==> src/rtl/pipe_stage_reg.sv <==
// Inter-stage pipeline register for {pc, instr} with valid/ready on both sides.
// Optional 2-entry skid buffer, flush-to-bubble and a free-running bubble counter.
module pipe_stage_reg #(
  parameter int                   PC_W      = 32,
  parameter int                   INSTR_W   = 32,
  parameter logic [INSTR_W-1:0]   NOP_INSTR = INSTR_W'(32'h0000_0013),
  parameter bit                   SKID_EN   = 1'b1,
  parameter int                   CNT_W     = 32
) (
  input  logic               clk,
  input  logic               rst_n,
  input  logic               flush,
  input  logic               in_valid,
  output logic               in_ready,
  input  logic [PC_W-1:0]    in_pc,
  input  logic [INSTR_W-1:0] in_instr,
  output logic               out_valid,
  input  logic               out_ready,
  output logic [PC_W-1:0]    out_pc,
  output logic [INSTR_W-1:0] out_instr,
  output logic [CNT_W-1:0]   bubble_cnt
);

  typedef enum logic [1:0] {
    EMPTY = 2'd0,
    FULL  = 2'd1,
    SKID  = 2'd2
  } state_t;

  state_t             state_q, state_d;
  logic               out_valid_q, out_valid_d;
  logic [PC_W-1:0]    out_pc_q, out_pc_d;
  logic [INSTR_W-1:0] out_instr_q, out_instr_d;
  logic [PC_W-1:0]    skid_pc_q, skid_pc_d;
  logic [INSTR_W-1:0] skid_instr_q, skid_instr_d;
  logic               rdy_q, rdy_d;
  logic [CNT_W-1:0]   bubble_q;

  logic in_fire;
  logic out_fire;

  // rdy_q is low throughout reset and rises on the first edge after release,
  // so it also gates the pass-through ready of the non-skid variant.
  assign in_ready  = SKID_EN ? rdy_q : (rdy_q & (out_ready | ~out_valid_q));
  assign in_fire   = in_valid & in_ready;
  assign out_fire  = out_valid_q & out_ready;

  assign out_valid  = out_valid_q;
  assign out_pc     = out_pc_q;
  assign out_instr  = out_instr_q;
  assign bubble_cnt = bubble_q;

  always_comb begin
    // NOTE: every signal gets a default before the case so no path leaves it unassigned (no latches).
    state_d      = state_q;
    out_pc_d     = out_pc_q;
    out_instr_d  = out_instr_q;
    skid_pc_d    = skid_pc_q;
    skid_instr_d = skid_instr_q;

    if (flush) begin
      state_d      = EMPTY;
      out_pc_d     = '0;
      out_instr_d  = NOP_INSTR;
      skid_pc_d    = '0;
      skid_instr_d = NOP_INSTR;
    end else begin
      unique case (state_q)
        EMPTY: begin
          if (in_fire) begin
            state_d     = FULL;
            out_pc_d    = in_pc;
            out_instr_d = in_instr;
          end
        end
        FULL: begin
          if (in_fire && out_fire) begin
            out_pc_d    = in_pc;
            out_instr_d = in_instr;
          end else if (in_fire) begin
            // Only reachable with the skid buffer; without it in_ready tracks out_ready.
            if (SKID_EN) begin
              state_d      = SKID;
              skid_pc_d    = in_pc;
              skid_instr_d = in_instr;
            end
          end else if (out_fire) begin
            state_d     = EMPTY;
            out_pc_d    = '0;
            out_instr_d = NOP_INSTR;
          end
        end
        SKID: begin
          if (out_fire) begin
            state_d      = FULL;
            out_pc_d     = skid_pc_q;
            out_instr_d  = skid_instr_q;
            skid_pc_d    = '0;
            skid_instr_d = NOP_INSTR;
          end
        end
        default: begin
          state_d     = EMPTY;
          out_pc_d    = '0;
          out_instr_d = NOP_INSTR;
        end
      endcase
    end

    out_valid_d = (state_d != EMPTY);
    rdy_d       = SKID_EN ? (state_d != SKID) : 1'b1;
  end

  // NOTE: state uses non-blocking assignments so all flops update together at the edge.
  always_ff @(posedge clk or negedge rst_n) begin
    if (!rst_n) begin
      state_q      <= EMPTY;
      out_valid_q  <= 1'b0;
      out_pc_q     <= '0;
      out_instr_q  <= NOP_INSTR;
      // NOTE: the skid entry is reset too, so no stale payload can ever be promoted to the output.
      skid_pc_q    <= '0;
      skid_instr_q <= NOP_INSTR;
      rdy_q        <= 1'b0;
    end else begin
      state_q      <= state_d;
      out_valid_q  <= out_valid_d;
      out_pc_q     <= out_pc_d;
      out_instr_q  <= out_instr_d;
      skid_pc_q    <= skid_pc_d;
      skid_instr_q <= skid_instr_d;
      rdy_q        <= rdy_d;
    end
  end

  // Counts every cycle the output carries no instruction; flush does not clear it.
  always_ff @(posedge clk or negedge rst_n) begin
    if (!rst_n) begin
      bubble_q <= '0;
    end else if (!out_valid_q) begin
      bubble_q <= bubble_q + CNT_W'(1);
    end
  end

endmodule
==> config.mk <==
export PLATFORM = sky130hd
export DESIGN_NAME = pipe_stage_reg
export DESIGN_NICKNAME = d
export VERILOG_FILES = /design/src/rtl/pipe_stage_reg.sv
export SDC_FILE = /design/constraint.sdc
export NUM_CORES = 1
export LEC_CHECK = 0
export BUFFER_PORTS_ARGS = -buffer_cell sky130_fd_sc_hd__buf_2
export CAP_MARGIN = 20
export CORE_MARGIN = 4
export CORE_UTILIZATION = 60
export CTS_BUF_LIST = sky130_fd_sc_hd__clkbuf_4 sky130_fd_sc_hd__clkbuf_8
export DETAILED_ROUTE_END_ITERATION = 10
export PLACE_DENSITY = 0.84
export SLEW_MARGIN = 20
export SYNTH_ARGS = -nofsm -noshare
export SYNTH_HDL_FRONTEND = slang
export SYNTH_SLANG_ARGS = --single-unit
export TNS_END_PERCENT = 50
==> constraint.sdc <==
create_clock -name clk -period 4 [get_ports clk]
set_input_delay 0.8 -clock clk [delete_from_list [all_inputs] [get_ports clk]]
set_output_delay 0.8 -clock clk [all_outputs]
set_load 0.02 [all_outputs]
# Word-level counts from Yosys, hierarchy flattened
# Cells that the tools add are included.
# W data, S select, Z words.
# totals
word_cells	53
out_inout_bits	98
mem_bits_rw	0
n_memories	0
regBits	164
latchBits	0
mem_bits_ro	0
# op_classes
bitwise_logic	2
n_mux	27
add_sub_neg	1
n_eq_ne	9
n_lt_le_gt_ge	0
n_shift	0
reduce_logical	6
div_mod_pow	0
n_mul	0
# op_table
op	count
$mux W32	16
$pmux W32 S3	2
$pmux W32 S2	2
$add A32 B1 Y32 const B	1
$mux W2	6
$ne A3 B3 Y1 const B	4
$ne A4 B4 Y1 const B	2
$reduce_and A4 Y1	2
$pmux W2 S3	1
$reduce_bool A3 Y1	1
$and A1 B1 Y1	2
$eq A2 B1 Y1 const B	1
$eq A2 B2 Y1 const B	1
$logic_not A2 Y1	1
$ne A2 B2 Y1 const B	1
$reduce_bool A2 Y1	1
$logic_and A1 B1 Y1	1

# Depth between registers and ports, before layout
# depth
word_depth	7
ltp_mapped	7
depth_no_buf	5

# Worst setup path after synthesis
# No wires, ideal clock.
# synth_path
path_type	input -> register
start	in out_ready
end	reg skid_instr_q[10]
path_slack_ns	2.158
arrival_ns	1.776
stages	6
n_path_buf	2
path_cell_list	and2_1 -> buf_2 -> a21oi_2 -> a21boi_4 -> buf_6 -> a22o_1
# synth_between
elab_chain_len	4
elab_cells_between_ends	5
classes_between	eq/ne (2); bitwise (1); reduce/logical (2)
# synth_rtl
element	line	rtl
from (decl)	18	input logic out_ready,
$and A1 B1 Y1 (*)	46	assign out_fire = out_valid_q & out_ready;
$logic_and A1 B1 Y1	77	if (in_fire && out_fire) begin
$ne A3 B3 Y1 (no source line)	n/a	
$reduce_and A4 Y1 (no source line) (*)	n/a	
to (signal assigned)	131	skid_instr_q <= skid_instr_d;
to (decl)	35	logic [INSTR_W-1:0] skid_instr_q, skid_instr_d;
# Mark *: on every way between the ends. The rest lies on a longest branch, timed or not.
# A chain may end at the register's enable or synchronous reset.

# Final worst setup path
# layout_path
start	reg state_q[1]
end	reg skid_pc_q[8]
# layout_between
elab_chain_len	3
elab_cells_between_ends	9
classes_between	eq/ne (5); mux (2); reduce/logical (2)
# layout_rtl
element	line	rtl
from (decl)	30	state_t state_q, state_d;
from (signal assigned)	126	state_q <= state_d;
$eq A2 B1 Y1 / $eq A2 B2 Y1 (equally long branches)	68	unique case (state_q)
$ne A3 B3 Y1 (no source line), or another cell as far along	n/a	
$reduce_and A4 Y1 (no source line) / $mux W32 (equally long branches)	n/a	
to (signal assigned)	130	skid_pc_q <= skid_pc_d;
to (decl)	34	logic [PC_W-1:0] skid_pc_q, skid_pc_d;
# Several ways; a longest one is shown, not always the timed one.

==> flow_summary.toml <==
[status]
status = "finished, final reports clean"

[floorplan]
io_pins = 167
rows = 39
core_area_um2 = 11400
die_x_um = 116
dieArea_um2 = 13400
fp.dieH_um = 116
initial_core_util_pct = 61.0

[placement]
place_inst = 807
pre_cts_ws_ns = 1.48
io_buffer_count = 166
postPlaceCellArea_um2 = 7780
dp_hpwl_um = 10700
gp_congestion = 0.847

[cells_and_area]
final_cells = 839
multiInputGateArea_um2 = 2570
layout-drive-gt1-share_pct = 32.5
n_antenna_cell = 0
nets = 753
fin_area_um2 = 8190
ff_latch_area_um2 = 4110
fin_util_pct = 72.1
area_growth_pct = 18.0
fillers = 801

[logic_synthesis]
ys_types = 47
syn_area_um2 = 6940
syn_area_per_cell_um2 = 12.9
yosys_warnings = 0
synth_edf_count = 0
seq_area_frac_synth_pct = 59.2
ys.flop_type = "dfrtp_1"
yosys-top-cells-count = "158 x dfrtp_1, 61 x a22o_1, 61 x a22oi_1, 61 x o2bb2ai_1"
syn_inst = 536
yosysTopAreaCellShare_pct = 57.0
ys_ff_latch = 164
syn_nets = 606
synth-async-reset-ratio_pct = 100
synth_most_common_cell = "dfrtp_1"
ys_top_cells_by_area = "dfrtp_1 57%, a22o_1 7.7%, o2bb2ai_1 7.7%"
synth_top_area_cell = "dfrtp_1"

[power]
p_int_mw = 2.74
pwr-share-clk_pct = 31.4
total_power_mw = 3.96
power_frac_comb_pct = 19.3
pwr_density_cell_nw_per_um2 = 484
p_sw_mw = 1.23
switching_share_pct = 31.0
p_leak_nw = 4.05
max-vdd-ir-drop_uv = 280
p_seq_share_pct = 49.3

[clock_network]
cts_inserted_buffers = 17
cts-htree-levels = 4
post_cts_buffers = 0
ctsResizeCount = 0
tritoncts = "built"
hold_buffers = 0
ctsRootBufferMaster = "clkbuf_8"
cts_buffer_depth = 2
cts_sinks = 164
clk_pin_slew_worst_paths_ns = 0.08
clk_latency_ns = 0.46

[critical_path]
worstRegToRegCells = 5
cp_slowest_stage_delay_ns = 0.55
critPathLaunch = "state_q[1]$_DFF_PN0_"
slowest_stage = "nor3_4"
critPathRequiredTime_ns = 4.39
cp_max_fo = 50
endpoint_kind = "flip-flop"
r2r_start = "state_q[1]$_DFF_PN0_"
reg2reg_to = "skid_pc_q[8]$_DFFE_PN0P_"
path_class = "reg2reg"
setup.worst_path.start_class = "flip-flop"
rrSetupSlack_ns = 1.71
cp_cell_sequence = "and3b_1, nand2_1, nor3_4, buf_12, a22o_1"
critPathArrivalTime_ns = 2.68

[drt]
drtIter0Drc = 582
drt-pass1-iter-count = 6
routed_via_density = 6.38
drt-total-wl_um = 16900
routedWlPerCell_um = 20.2
ant_nets = 0
vias = 5355
drc = 0

[timing]
rsz0062_at_grt = "false"
relSlewSlack_pct = 48.9
finalWorstSetupSlack_ns = 1.71
skew_ns = 0.00717
final_max_slew_viol_count = 0
max_slew.worst_pin.slew_ns = 0.766
whs_ns = 0.379
finalHoldViolCount = 0
tns_ns = 0
min_period_ns = 2.29
fin_crit_sh_pct = 57.3
fmaxAchievable_ghz = 0.437
finalSetupViolCount = 0

[global_route]
track_usage_pct = 26.3
grt_pass1_wl_um = 27300
grt_max_degree = 86
antenna_found_initial = 0
overflow = 0
grt_pass1_vias = 5267

[job]
drv_cap = 0

[hold_path]
hp-class = "in2async"
power by group through the flow:
| stage | clock [mW] | combinational, mW | sequential, mW |
|---|---|---|---|
| 2_1_floorplan | 0 | 0.391 | 2.07 |
| 3_3_place_gp | 0 | 0.738 | 1.98 |
| 3_5_place_dp | 0 | 0.768 | 1.98 |
| 4_1_cts | 1.27 | 0.769 | 1.95 |
| 5_1_grt | 1.34 | 0.828 | 1.97 |
| 6_report | 1.25 | 0.763 | 1.95 |
logic make-up after synthesis:
family                     after synthesis  synth area share (%)
adders and majority gates                1                 0.180
DFF                                    164                  59.2
and+or+nand+nor                         86                  7.64
buffers and inverters                   46                  4.16
muxes                                    1                 0.162
xor gates and xnor gates                33                  4.27
AOI/OAI and AO/OA                      205                  24.3
worst max-delay path, delay by kind of cell (launching register included):
kind	cells	cell delay (ns)
buf+inv	1	0.32
compound gates	1	0.19
flops	1	0.54
simple gates	3	1.12
registers in the layout, indices dropped and copies added, names as in the netlist:
register	cells
bubble_cnt	32
out_instr	32
out_pc	32
skid_instr_q	32
skid_pc_q	32
state_q	2
in_ready	1
out_valid	1
layer usage:
metal / global-route usage, % / vias up / wire length, µm
met5: 0 / - / 0
met2: 40.7 / 217 / 8470
met4: 10.3 / 0 / 341
met1: 36.0 / 2754 / 6980
li1: - / 2357 / -
met3: 6.84 / 27 / 1140
cell type report:
type	count	area share, %
clock buffer	22	3.47
clock inverter	10	1.59
inverter	2	0.0916
multi-input combinational	326	31.4
sequential	164	50.2
tap	143	2.18
timing repair buffer	172	11.1
cell usage in the layout, fill, tap and decap left out, types with 4 or more instances in the layout:
| cell type | instances |
|---|---|
| and3_1 | 5 |
| a22oi_1 | 61 |
| xnor2_1 | 24 |
| nor3_1 | 4 |
| nand4_1 | 10 |
| dfstp_2 | 6 |
| clkinv_2 | 5 |
| buf_2 | 165 |
| o2bb2ai_1 | 61 |
| nand2_1 | 15 |
| xor2_1 | 8 |
| clkbuf_8 | 19 |
| buf_4 | 4 |
| dfrtp_1 | 158 |
| nor2_1 | 10 |
| a22o_1 | 61 |
| nor2b_1 | 6 |
| nand3_1 | 14 |
| a21oi_1 | 8 |
worst max path at each step:
stage,end,slack [ns],depth (start not counted)
2_1_floorplan,skid_instr_q[10]$_DFFE_PN0P_,2.16,6
3_3_place_gp,out_instr[25]$_DFFE_PN0P_,1.48,5
3_5_place_dp,skid_pc_q[8]$_DFFE_PN0P_,1.48,6
4_1_cts,skid_pc_q[8]$_DFFE_PN0P_,1.73,5
5_1_grt,out_pc[31]$_DFFE_PN0P_,1.55,5
6_report,skid_pc_q[8]$_DFFE_PN0P_,1.71,5
Note: power is estimated with default switching activity, not from simulation.
